[src/rtl/pvci2apb.sv]
// pvci2apb: PVCI target to APB master bridge.
// Each single 8-bit PVCI register access becomes one 32-bit APB transfer
// (IDLE -> SETUP -> ACCESS [wait states] -> RESP), and a one-cycle
// pvci_ack pulse reports completion back to the initiator.
// Optional build macro PVCI2APB_TIMEOUT_EN adds an ACCESS wait-state
// counter. When it reaches TIMEOUT_CYCLES, the transfer is aborted with
// pvci_rerror=1.
module pvci2apb #(
  parameter logic [31:0] APB_BASE       = 32'h0000_0000,
  parameter int unsigned ADDR_SHIFT     = 2,
  parameter int unsigned TIMEOUT_CYCLES = 255
) (
  input  logic        pclk,
  input  logic        preset,
  input  logic        pvci_valid,
  input  logic        pvci_rd,
  input  logic [7:0]  pvci_addr,
  input  logic [7:0]  pvci_wd,
  output logic        pvci_ack,
  output logic [7:0]  pvci_rdata,
  output logic        pvci_rerror,
  output logic [31:0] paddr,
  output logic        pwrite,
  output logic [31:0] pwdata,
  output logic        psel,
  output logic        penable,
  input  logic [31:0] prdata,
  input  logic        pready,
  input  logic        pslverr
);

  localparam logic [1:0] IDLE   = 2'd0;
  localparam logic [1:0] SETUP  = 2'd1;
  localparam logic [1:0] ACCESS = 2'd2;
  localparam logic [1:0] RESP   = 2'd3;

  logic [1:0] state;

`ifdef PVCI2APB_TIMEOUT_EN
  localparam int CNT_W = ($clog2(TIMEOUT_CYCLES + 1) > 8) ? $clog2(TIMEOUT_CYCLES + 1) : 8;
  localparam logic [CNT_W-1:0] CNT_LAST = CNT_W'(TIMEOUT_CYCLES - 1);
  logic [CNT_W-1:0] wait_cnt;
`endif

  // APB handshake and PVCI ack are decoded straight from the state register,
  // so an asynchronous reset drops them in the same instant as the state.
  always_comb begin
    psel     = (state == SETUP) || (state == ACCESS);
    penable  = (state == ACCESS);
    pvci_ack = (state == RESP);
  end

  // Transfer sequencer: captures the request in IDLE, runs the APB phases,
  // and registers read data and error status on completion.
  // NOTE: all state here is updated with non-blocking assignments so every
  // register samples values from before the clock edge.
  always_ff @(posedge pclk or posedge preset) begin
    if (preset) begin
      state       <= IDLE;
      paddr       <= '0;
      pwrite      <= 1'b0;
      pwdata      <= '0;
      pvci_rdata  <= '0;
      pvci_rerror <= 1'b0;
`ifdef PVCI2APB_TIMEOUT_EN
      wait_cnt    <= '0;
`endif
    end else begin
      case (state)
        IDLE: begin
          if (pvci_valid) begin
            paddr       <= APB_BASE | (32'(pvci_addr) << ADDR_SHIFT);
            pwrite      <= ~pvci_rd;
            pwdata      <= {24'b0, pvci_wd};
            pvci_rerror <= 1'b0;
            state       <= SETUP;
          end
        end
        SETUP: begin
`ifdef PVCI2APB_TIMEOUT_EN
          wait_cnt <= '0;
`endif
          state <= ACCESS;
        end
        ACCESS: begin
          if (pready) begin
            // Only the low byte reaches the initiator; slave errors still
            // deliver the read data.
            if (!pwrite) pvci_rdata <= prdata[7:0];
            pvci_rerror <= pslverr;
            state       <= RESP;
          end
`ifdef PVCI2APB_TIMEOUT_EN
          else if (wait_cnt == CNT_LAST) begin
            if (!pwrite) pvci_rdata <= 8'h00;
            pvci_rerror <= 1'b1;
            wait_cnt    <= wait_cnt + 1'b1;
            state       <= RESP;
          end else begin
            wait_cnt <= wait_cnt + 1'b1;
          end
`endif
        end
        default: begin
          state <= IDLE;
        end
      endcase
    end
  end

endmodule
[config.mk]
export PLATFORM = sky130hd
export DESIGN_NAME = pvci2apb
export DESIGN_NICKNAME = d
export VERILOG_FILES = /design/src/rtl/pvci2apb.sv
export SDC_FILE = /design/constraint.sdc
export NUM_CORES = 1
export LEC_CHECK = 0
export ABC_AREA = 1
export CAP_MARGIN = 25
export CORE_MARGIN = 8
export CORE_UTILIZATION = 36
export CTS_CLUSTER_DIAMETER = 40
export DETAILED_ROUTE_END_ITERATION = 6
export PLACE_DENSITY = 0.95
export REMOVE_ABC_BUFFERS = 1
export SETUP_SLACK_MARGIN = 0.1
export SYNTH_ARGS = -nofsm -noshare
export SYNTH_HDL_FRONTEND = slang
export SYNTH_SLANG_ARGS = --single-unit
[constraint.sdc]
create_clock -name pclk -period 2.3 [get_ports pclk]
set_input_delay 0.46 -clock pclk [delete_from_list [all_inputs] [get_ports pclk]]
set_output_delay 0.46 -clock pclk [all_outputs]
set_load 0.02 [all_outputs]
Yosys cells after proc, flatten, opt, wreduce, memory -nomap -nowiden:

Index checks and enable logic that the tools add are counted.

* mux-type cells: 6
* shifts and indexed selects: 0
* divide/modulo/power cells: 0
* equality and inequality tests: 5
* $lt $le $gt $ge: 0
* $add $sub $neg: 0
* bitwise logic cells: 2
* multipliers: 0
* reduce and logical (&&, ||, !) cells: 7

Operators by type and width (number)
* $pmux 2 s3: 1
* $reduce_and 3->1: 2
* $eq 2x2->1 const B: 2
* $mux 2: 2
* $reduce_and 2->1: 2
* $eq 2x1->1 const B: 1
* $logic_not 2->1: 1
* $mux 1: 2
* $ne 2x1->1 const B: 1
* $ne 2x2->1 const B: 1
* $not 1->1: 2
* $pmux 1 s2: 1
* $reduce_bool 2->1: 1
* $logic_or 1x1->1: 1

* memories kept: 0
* output and inout bits: 77
* bits of input ports: 54
* RAM bits: 0
* register bits after elaboration: 28
* bits in latches: 0
* word-level logic and storage cells: 26
* memory bits (read-only): 0

Depth between registers and ports, before layout:

Gate-level depths: netlist of run 1.

* word-level depth: 3
* mapped depth: 8
* mapped depth without buffers: 7

Least setup slack after synthesis of run 1:

No wires, ideal clock.

* path type: reg2out
* from: reg state[1]
* to: out psel
* setup slack: 1034 ps
* data arrival time: 806 ps
* data required time: 1840 ps
* buffers on the path: 0
* stages on the path, launching flop included: 3
* cell sequence: dfrtp_1 > inv_1 > ha_1

* cells in the longest elaborated chain, start to end: 2
* elaborated cells on any way between the ends: 3
* those cells by class: 2 x eq/ne; 1 x reduce/logical

RTL lines
* start: declaration: line 37 `logic [1:0] state;`
* start signal: assignment: line 59 `state <= IDLE;`
* start signal: assignment: line 76 `state <= SETUP;`
* start signal: assignment: line 83 `state <= ACCESS;`
* $eq 2x1->1 / $eq 2x2->1 (equally long branches): line 48 `psel = (state == SETUP) || (state == ACCESS);`
* $logic_or 1x1->1 (*): line 48
* end: declaration: line 25 `output logic psel,`

Mark *: on every way between the ends. The rest lies on a longest branch, timed or not.

Worst setup path in the final report of run 1:

* from: reg state[0]
* to: out penable

* cells in the longest elaborated chain, start to end: 1

RTL lines
* $eq 2x2->1: line 49 `penable = (state == ACCESS);`
* end: declaration: line 26 `output logic penable,`

No other way between the ends.

==> results of run 1 <==
[through the flow]
step	utilization [%]	instance area, um2	total power, mW	cells	setup WS [ns]
6_report	48.1	2120	2.70	301	0.192
5_1_grt	48.1	2120	2.93	301	0.113
4_1_cts	48.0	2120	2.75	301	0.144
3_5_place_dp	47.1	2080	2.49	298	0.451
3_3_place_gp	47.1	2080	2.43	298	0.480
2_1_floorplan	-	1410	1.76	185	0.761
[worst reg2reg max path, delay by kind of cell, from the launching register on]
family / cells / cell delay (ns)
fa+ha+maj: 1 / 0.43
flops: 1 / 0.41
simple gates: 3 / 0.35
buf+inv: 1 / 0.12
compound gates: 1 / 0.06
[cell usage after synthesis (all sizes together)]
library cell	instances
clkbuf	1
o21ai	2
nor2	1
ha	4
nand2	66
dfrtp	28
nand3	27
inv	9
buf	53
conb	1
[where the power goes]
part           leakage, nW  internal [mW]  switching [mW]
Combinational        0.759          0.665           0.921
Sequential           0.350          0.724           0.136
Clock               0.0216          0.117           0.138
[routing by layer]
metal | vias to the layer above | global-route usage [%] | part of all wire (%)
met1 | 573 | 11.6 | 40
met3 | 2 | 5.37 | 10
met5 | - | 0 | 0
met4 | 0 | 2.35 | 0.36
met2 | 66 | 19.5 | 50
li1 | 610 | - | -
[cell families (layout without fill, tap and decap cells)]
logic type	count (synthesis)	after routing	synth area share, %
other cells	1	48	0.226
flops	28	28	42.2
buf+inv	63	73	27.9
simple gates	94	94	25.8
fa+ha+maj	4	4	3.01
compound gates	2	2	0.828
[layout make-up]
cell class / count / area, um2
multi-input cells: 148 / 673
flip-flops and latches: 28 / 701
clock buffers: 3 / 41.3
fillers: 439 / 2290
inverters: 9 / 36.3
well taps: 52 / 65.1
repair buffers: 61 / 606
[repair_timing]
| action | in CTS | in global routing |
|---|---|---|
| endpoints found under the setup margin | 0 | 1 |
| buffers inserted | 0 | 0 |
| hold endpoints to repair | 0 | 0 |
| resized for setup | 0 | 1 |
[registers in the layout (all words and copies together) (netlist names)]
| signal | count |
|---|---|
| pvci_rerror | 1 |
| pwdata | 8 |
| paddr | 8 |
| pwrite | 1 |
| pvci_rdata | 8 |
| state | 2 |
[final timing paths]
check                           slack [ns]                   endpoint  depth (start not counted)             startpoint
worst min-delay path                  0.48      pwdata[0]$_DFFE_PP0P_                          2  pwdata[0]$_DFFE_PP0P_
min in group asynchronous             0.53  pvci_rdata[2]$_DFFE_PP0P_                          2                 preset
worst max-delay path                  0.19                    penable                          3   state[0]$_DFFE_PP0P_
worst max register to register        0.85       state[0]$_DFFE_PP0P_                          6   state[0]$_DFFE_PP0P_
worst min register to register        0.48      pwdata[0]$_DFFE_PP0P_                          2  pwdata[0]$_DFFE_PP0P_
max in group asynchronous             1.16      pwdata[2]$_DFFE_PP0P_                          3                 preset
==> impl_metrics.ini, run 1 <==
[outcome]
run_status = complete, no violations

[placement]
place_congestion = 0.733
post-dp-hpwl_mm = 3.22
io_buffers = 58

[global_routing]
antenna_found_initial = 0
grt_max_degree = 21
grt_pass1_wl_mm = 6.66
grt_pass1_vias = 1390
overflow = 0
track_usage_pct = 11.1

[timing]
rsz0062_at_grt = false
period_needed_ns = 2.11
tns_ns = 0
layout_worst_path_cycle_share_pct = 91.6
fin_skew_ns = 0.000944
setup_viol = 0
timing.fmax_mhz = 474
final-max-slew-violation-count = 0
max_slew_margin_pct = 63.0
hold_violations = 0
tightest_slew_ns = 0.554
holdWs_ns = 0.477

[worst_setup_path]
path_buf_inv = 2
worstPathRequired_ns = 1.84
slowest_stage = clkdlybuf4s50_1
startpoint_type = flip-flop
end_kind = primary output
path_max_fanout = 4
slowest_delay_ns = 0.63
worst_ep_arrival_time_ns = 1.65
crit_family = buffers and inverters
worstPathCellList = inv_1, ha_1, clkdlybuf4s50_1
crit_type = reg2out

[die]
rows = 24
die_x_um = 83.9
start_util_pct = 37.6
ios = 131
die_h_um = 83.9
core_area_mm2 = 0.00441
dieArea_mm2 = 0.00705

[synthesis]
synth_top_area_share_pct = 42.2
syn_area_mm2 = 0.00166
syn_avg_cell_area_um2 = 8.65
yosys_warnings = 0
netlist_instances = 192
seq_area_frac_synth_pct = 42.2
yosys_register_bits = 28
synth_top_area_cell = dfrtp_1
synthTopCellsByArea = dfrtp_1, buf_4, nand2_1
synth_cell_types = 17

[cells_and_area]
final_common_cell = nand2_1
area_growth_pct = 27.7
n_antenna_cell = 0
nNetsFinal = 309
drive_gt1_share_pct = 6.02
final_cell_mix = nand2_1, clkdlybuf4s50_1, conb_1

[power_and_ir_drop]
power_density_mw_per_mm2 = 1270
power.leakage_nw = 1.13
vdd_drop_max_mv = 0.455

[clocking]
root_buffer = clkbuf_8
cts_tree = done
clk_pin_slew_ns = 0.09
cts_made_buffers = 3
ctsHtreeMaxLevel = 1
cts.sinks = 28
hold_buffers = 0
clockBufferDepth = 2
clk_latency_ns = 0.26

[job]
cap_viol_max_count = 0

[routing]
wl_mm = 3.88
drc = 0
route.vias.total = 1251
antenna_left = 0
drtIter0Drc = 47
firstDrtPassIters = 4
wire_per_inst_um = 12.9
via_per_inst = 4.16

[min_path]
hold_class = reg2reg
Power figures use the tool's default switching activity.
==> run 2: changes to the inputs <==
- CAP_MARGIN: 25 -> 20
- CORE_ASPECT_RATIO: default -> 0.9
==> impl_metrics.ini, run 2 (synthesis results as in run 1) <==
[die]
start_util_pct = 37.3
die_h_um = 80.5
core_area_mm2 = 0.00446
ios = 131
rows = 23
die_x_um = 87.6
dieArea_mm2 = 0.00705

[worst_setup_path]
slowest_stage = clkdlybuf4s50_1
startpoint_type = flip-flop
worst_ep_arrival_time_ns = 1.64
slowest_delay_ns = 0.63
path_max_fanout = 4
crit_type = reg2out
worstPathCellList = inv_1, ha_1, clkdlybuf4s50_1
worstPathRequired_ns = 1.84
crit_family = buffers and inverters
end_kind = primary output
path_buf_inv = 2

[routing]
drtIter0Drc = 43
firstDrtPassIters = 4
wl_mm = 4.01
antenna_left = 0
via_per_inst = 3.89
drc = 0
route.vias.total = 1214
wire_per_inst_um = 12.8

[cells_and_area]
area_growth_pct = 29.4
final_cell_mix = nand2_1, clkdlybuf4s50_1, conb_1
final_common_cell = nand2_1
nNetsFinal = 309
drive_gt1_share_pct = 6.80
top_regs = paddr (8), pvci_rdata (8), pwdata (8)
n_antenna_cell = 0
design_area_mm2 = 0.00215
nFillCells = 434
instances_no_fill = 312
ff_latch_area_um2 = 702
multi_input_area_um2 = 673

[timing]
layout_worst_path_cycle_share_pct = 91.2
tightest_slew_ns = 0.503
timing.fmax_mhz = 477
hold_violations = 0
rsz0062_at_grt = false
tns_ns = 0
setup_viol = 0
period_needed_ns = 2.10
max_slew_margin_pct = 66.4
fin_skew_ns = 0.00421
final-max-slew-violation-count = 0
finalWorstSetupSlack_ns = 0.203

[placement]
post-dp-hpwl_mm = 3.22
place_inst = 308
preCtsSetupSlack_ns = 0.433
dpl_cell_area_mm2 = 0.00209
io_buffers = 58
place_congestion = 0.729

[global_routing]
grt_pass1_wl_mm = 6.11
overflow = 0
grt_pass1_vias = 1325
track_usage_pct = 10.8
grt_max_degree = 29
antenna_found_initial = 0

[clocking]
ctsHtreeMaxLevel = 1
clk_pin_slew_ns = 0.10
clockBufferDepth = 2
root_buffer = clkbuf_8
cts.sinks = 28
cts_made_buffers = 3
hold_buffers = 0
cts_tree = done
clk_latency_ns = 0.27

[min_path]
hold_class = reg2reg

[power_and_ir_drop]
vdd_drop_max_mv = 0.531
power.leakage_nw = 1.14
power_density_mw_per_mm2 = 1280

[job]
cap_viol_max_count = 0

[outcome]
run_status = complete, no violations
[run 2: tightest hold or removal path, cell delays in order, from the launching register on]
cell	delay (ns)
dfrtp_1	0.36
nand2_1	0.05
nand2_1	0.04
[run 2: path summary, 6_finish.rpt]
| kind | slack, ns | depth (start not counted) | end | start |
|---|---|---|---|---|
| worst max-delay path | 0.20 | 3 | penable | state[0]$_DFFE_PP0P_ |
| worst min-delay path | 0.48 | 2 | pwdata[4]$_DFFE_PP0P_ | pwdata[4]$_DFFE_PP0P_ |
| worst max register to register | 0.74 | 5 | pwrite$_DFFE_PP0P_ | state[0]$_DFFE_PP0P_ |
| worst min register to register | 0.48 | 2 | pwdata[4]$_DFFE_PP0P_ | pwdata[4]$_DFFE_PP0P_ |
| max in group asynchronous | 1.44 | 3 | state[1]$_DFFE_PP0P_ | preset |
| min in group asynchronous | 0.56 | 3 | paddr[6]$_DFFE_PP0P_ | preset |
[run 2: timing repair]
| item | 4_1_cts | 5_1_grt |
|---|---|---|
| endpoints found under the setup margin | 0 | 1 |
| resized for setup | 0 | 2 |
| setup buffers | 0 | 0 |
[run 2: metrics by stage]
stage	utilization (%)	hold WS [ns]	power [mW]
after floorplan	-	0.482	1.76
after global placement	46.9	0.453	2.44
after detailed placement	46.9	0.458	2.49
after CTS	48.1	0.482	2.80
after global routing	48.2	0.503	2.95
final	48.2	0.478	2.75
[run 2: layout make-up]
| cell class | instances | area share (%) |
|---|---|---|
| Multi-Input combinational cell | 148 | 31.3 |
| Tap cell | 62 | 3.61 |
| Inverter | 9 | 1.69 |
| Sequential cell | 28 | 32.7 |
| Clock buffer | 4 | 2.56 |
| Timing Repair Buffer | 61 | 28.2 |
[run 2: report_power, final]
group	switching [mW]	total (mW)	internal, mW
clock	0.148	0.301	0.153
sequential	0.140	0.865	0.726
combinational	0.915	1.59	0.670
total	1.20	2.75	1.55
[run 2: metal layers]
layer / global-route usage (%) / wire length [um] / vias to the layer above
met3: 2.55 / 289 / 2
met5: 0 / 0 / -
li1: - / - / 613
met2: 19.7 / 2120 / 47
met4: 3.60 / 34 / 0
met1: 11.9 / 1570 / 552
==> run 3: changes to the inputs <==
- ABC_AREA: 1 -> default
- CORE_UTILIZATION: 36 -> 35
==> impl_metrics.ini, run 3 <==
[synthesis]
synthArstFlopShare_pct = 100
synth_common_cells = buf_4, dfrtp_1, mux2_2
synthTopCellsByArea = dfrtp_1, buf_4, mux2_2
ys.flop_type = dfrtp_1
synth_top_area_cell = dfrtp_1
yosys_warnings = 0
synth_cell_types = 18
yosys_register_bits = 28
syn_area_mm2 = 0.00155
yosysMostFrequentCell = buf_4
synth_edf_count = 0
syn_avg_cell_area_um2 = 12.6
netlist_instances = 123
seq_area_frac_synth_pct = 45.3
synth_top_area_share_pct = 45.3

[worst_setup_path]
slowest_stage = clkdlybuf4s50_1
worstPathCellList = inv_1, ha_1, clkdlybuf4s50_1
path_max_fanout = 4
startpoint_type = flip-flop
path_buf_inv = 2
worst_ep_arrival_time_ns = 1.63
end_kind = primary output
worstPathRequired_ns = 1.84
crit_family = buffers and inverters
crit_type = reg2out
slowest_delay_ns = 0.63

[global_routing]
grt_pass1_vias = 1041
grt_max_degree = 29
grt_pass1_wl_mm = 5.13
track_usage_pct = 9.25
antenna_found_initial = 0
overflow = 0

[cells_and_area]
top_regs = paddr (8), pvci_rdata (8), pwdata (8)
design_area_mm2 = 0.00206
final_cell_mix = clkdlybuf4s50_1, conb_1, dfrtp_1
instances_no_fill = 245
drive_gt1_share_pct = 17.5
area_growth_pct = 33.1
n_antenna_cell = 0
nNetsFinal = 243
final_common_cell = clkdlybuf4s50_1

[routing]
wl_mm = 3.30
drc = 0
route.vias.total = 931
firstDrtPassIters = 2
drtIter0Drc = 12
via_per_inst = 3.80
antenna_left = 0
wire_per_inst_um = 13.5

[clocking]
post_cts_buffers = 0
cts_tree = done
cts-resized-gates = 0
ctsHtreeMaxLevel = 1
root_buffer = clkbuf_8
cts.sinks = 28
hold_buffers = 0
clk_latency_ns = 0.27
clockBufferDepth = 2
cts_made_buffers = 3
clk_pin_slew_ns = 0.09

[outcome]
run_status = complete, no violations

[die]
ios = 131
die_h_um = 79.0
core_area_mm2 = 0.00435
rows = 23
start_util_pct = 35.6
dieArea_mm2 = 0.00680
die_x_um = 86.0

[power_and_ir_drop]
p_clk_share_pct = 9.7
p_switching_mw = 1.03
combPwrFrac_pct = 58.2
p_sw_share_pct = 37.9
seqPwrFrac_pct = 32.2
power.internal_mw = 1.69
vdd_drop_max_mv = 0.626
power_density_mw_per_mm2 = 1320
power.leakage_nw = 0.972

[placement]
place_congestion = 0.750
preCtsSetupSlack_ns = 0.490
dpl_cell_area_mm2 = 0.00202
io_buffers = 58
post-dp-hpwl_mm = 2.72
place_inst = 242

[timing]
holdWs_ns = 0.502
layout_worst_path_cycle_share_pct = 91.1
setup_viol = 0
final-max-slew-violation-count = 0
hold_violations = 0
rsz0062_at_grt = false
period_needed_ns = 2.09
fin_skew_ns = 0.00288
finalWorstSetupSlack_ns = 0.206
timing.fmax_mhz = 477
tns_ns = 0

[min_path]
hold_class = reg2reg

[job]
cap_viol_max_count = 0
-- run 3: cell count changes after synthesis, sizes merged --
cell / previous run / this run
mux2i: 0 / 2
clkbuf: 1 / 0
inv: 9 / 3
mux2: 0 / 25
o31ai: 0 / 1
nand2: 66 / 3
nor2b: 0 / 1
nand3b: 0 / 1
and2b: 0 / 1
buf: 53 / 49
nand3: 27 / 0
o32ai: 0 / 1
-- run 3: per-layer routing --
| layer | vias to the layer above | global-route usage, % | routed length [um] |
|---|---|---|---|
| met5 | - | 0 | 0 |
| met4 | 0 | 0.524 | 0 |
| met3 | 0 | 5.88 | 474 |
| met2 | 59 | 16.5 | 1630 |
| met1 | 445 | 9.25 | 1190 |
| li1 | 427 | - | - |
-- run 3: final cells by class --
type | count | area [um2]
clock buffers | 3 | 41.3
fillers | 396 | 2290
inverters | 3 | 11.3
multi-input cells | 90 | 638
flip-flops and latches | 28 | 701
well taps | 62 | 77.6
repair buffers | 59 | 588
-- run 3: logic make-up (layout without fill, tap and decap cells) --
logic type                 after synthesis  in the layout  share of synthesized area [%]
buffers and inverters                   52             65                           24.8
AOI/OAI and AO/OA                        4              4                           1.70
other                                    1             48                          0.243
and+or+nand+nor                          7              7                           3.24
adders and majority gates                4              4                           3.24
muxes                                   27             27                           21.5
DFF                                     28             28                           45.3
-- run 3: power by group through the flow --
| stage | combinational (mW) | clock [mW] | sequential (mW) |
|---|---|---|---|
| detailed placement | 1.60 | 0 | 0.890 |
| global route | 1.68 | 0.299 | 0.913 |
| floorplan | 0.637 | 0 | 1.16 |
| finish | 1.58 | 0.263 | 0.875 |
| global placement | 1.58 | 0 | 0.867 |
| CTS | 1.60 | 0.285 | 0.880 |
-- run 3: worst register-to-register path, cell delays in order (launching register included) --
cell and delay [ns]:
dfrtp_1 0.42, inv_1 0.06, ha_1 0.25, and2b_1 0.22
nor2_2 0.11, mux2_2 0.34
-- run 3: metrics by stage --
step | total power [mW] | util [%]
3_3_place_gp | 2.44 | 46.4
2_1_floorplan | 1.80 | -
6_report | 2.72 | 47.3
5_1_grt | 2.89 | 47.3
4_1_cts | 2.77 | 47.3
3_5_place_dp | 2.49 | 46.4
-- run 3: final timing paths --
check | from | end | slack (ns) | cells past startpoint
setup / recovery | state[0]$_DFFE_PP0P_ | penable | 0.21 | 3
hold / removal | pwrite$_DFFE_PP0P_ | pwrite$_DFFE_PP0P_ | 0.50 | 2
setup reg to reg | state[1]$_DFFE_PP0P_ | state[1]$_DFFE_PP0P_ | 0.81 | 5
hold reg to reg | pwrite$_DFFE_PP0P_ | pwrite$_DFFE_PP0P_ | 0.50 | 2
max in group asynchronous | preset | paddr[5]$_DFFE_PP0P_ | 1.46 | 3
min in group asynchronous | preset | pvci_rdata[1]$_DFFE_PP0P_ | 0.56 | 3
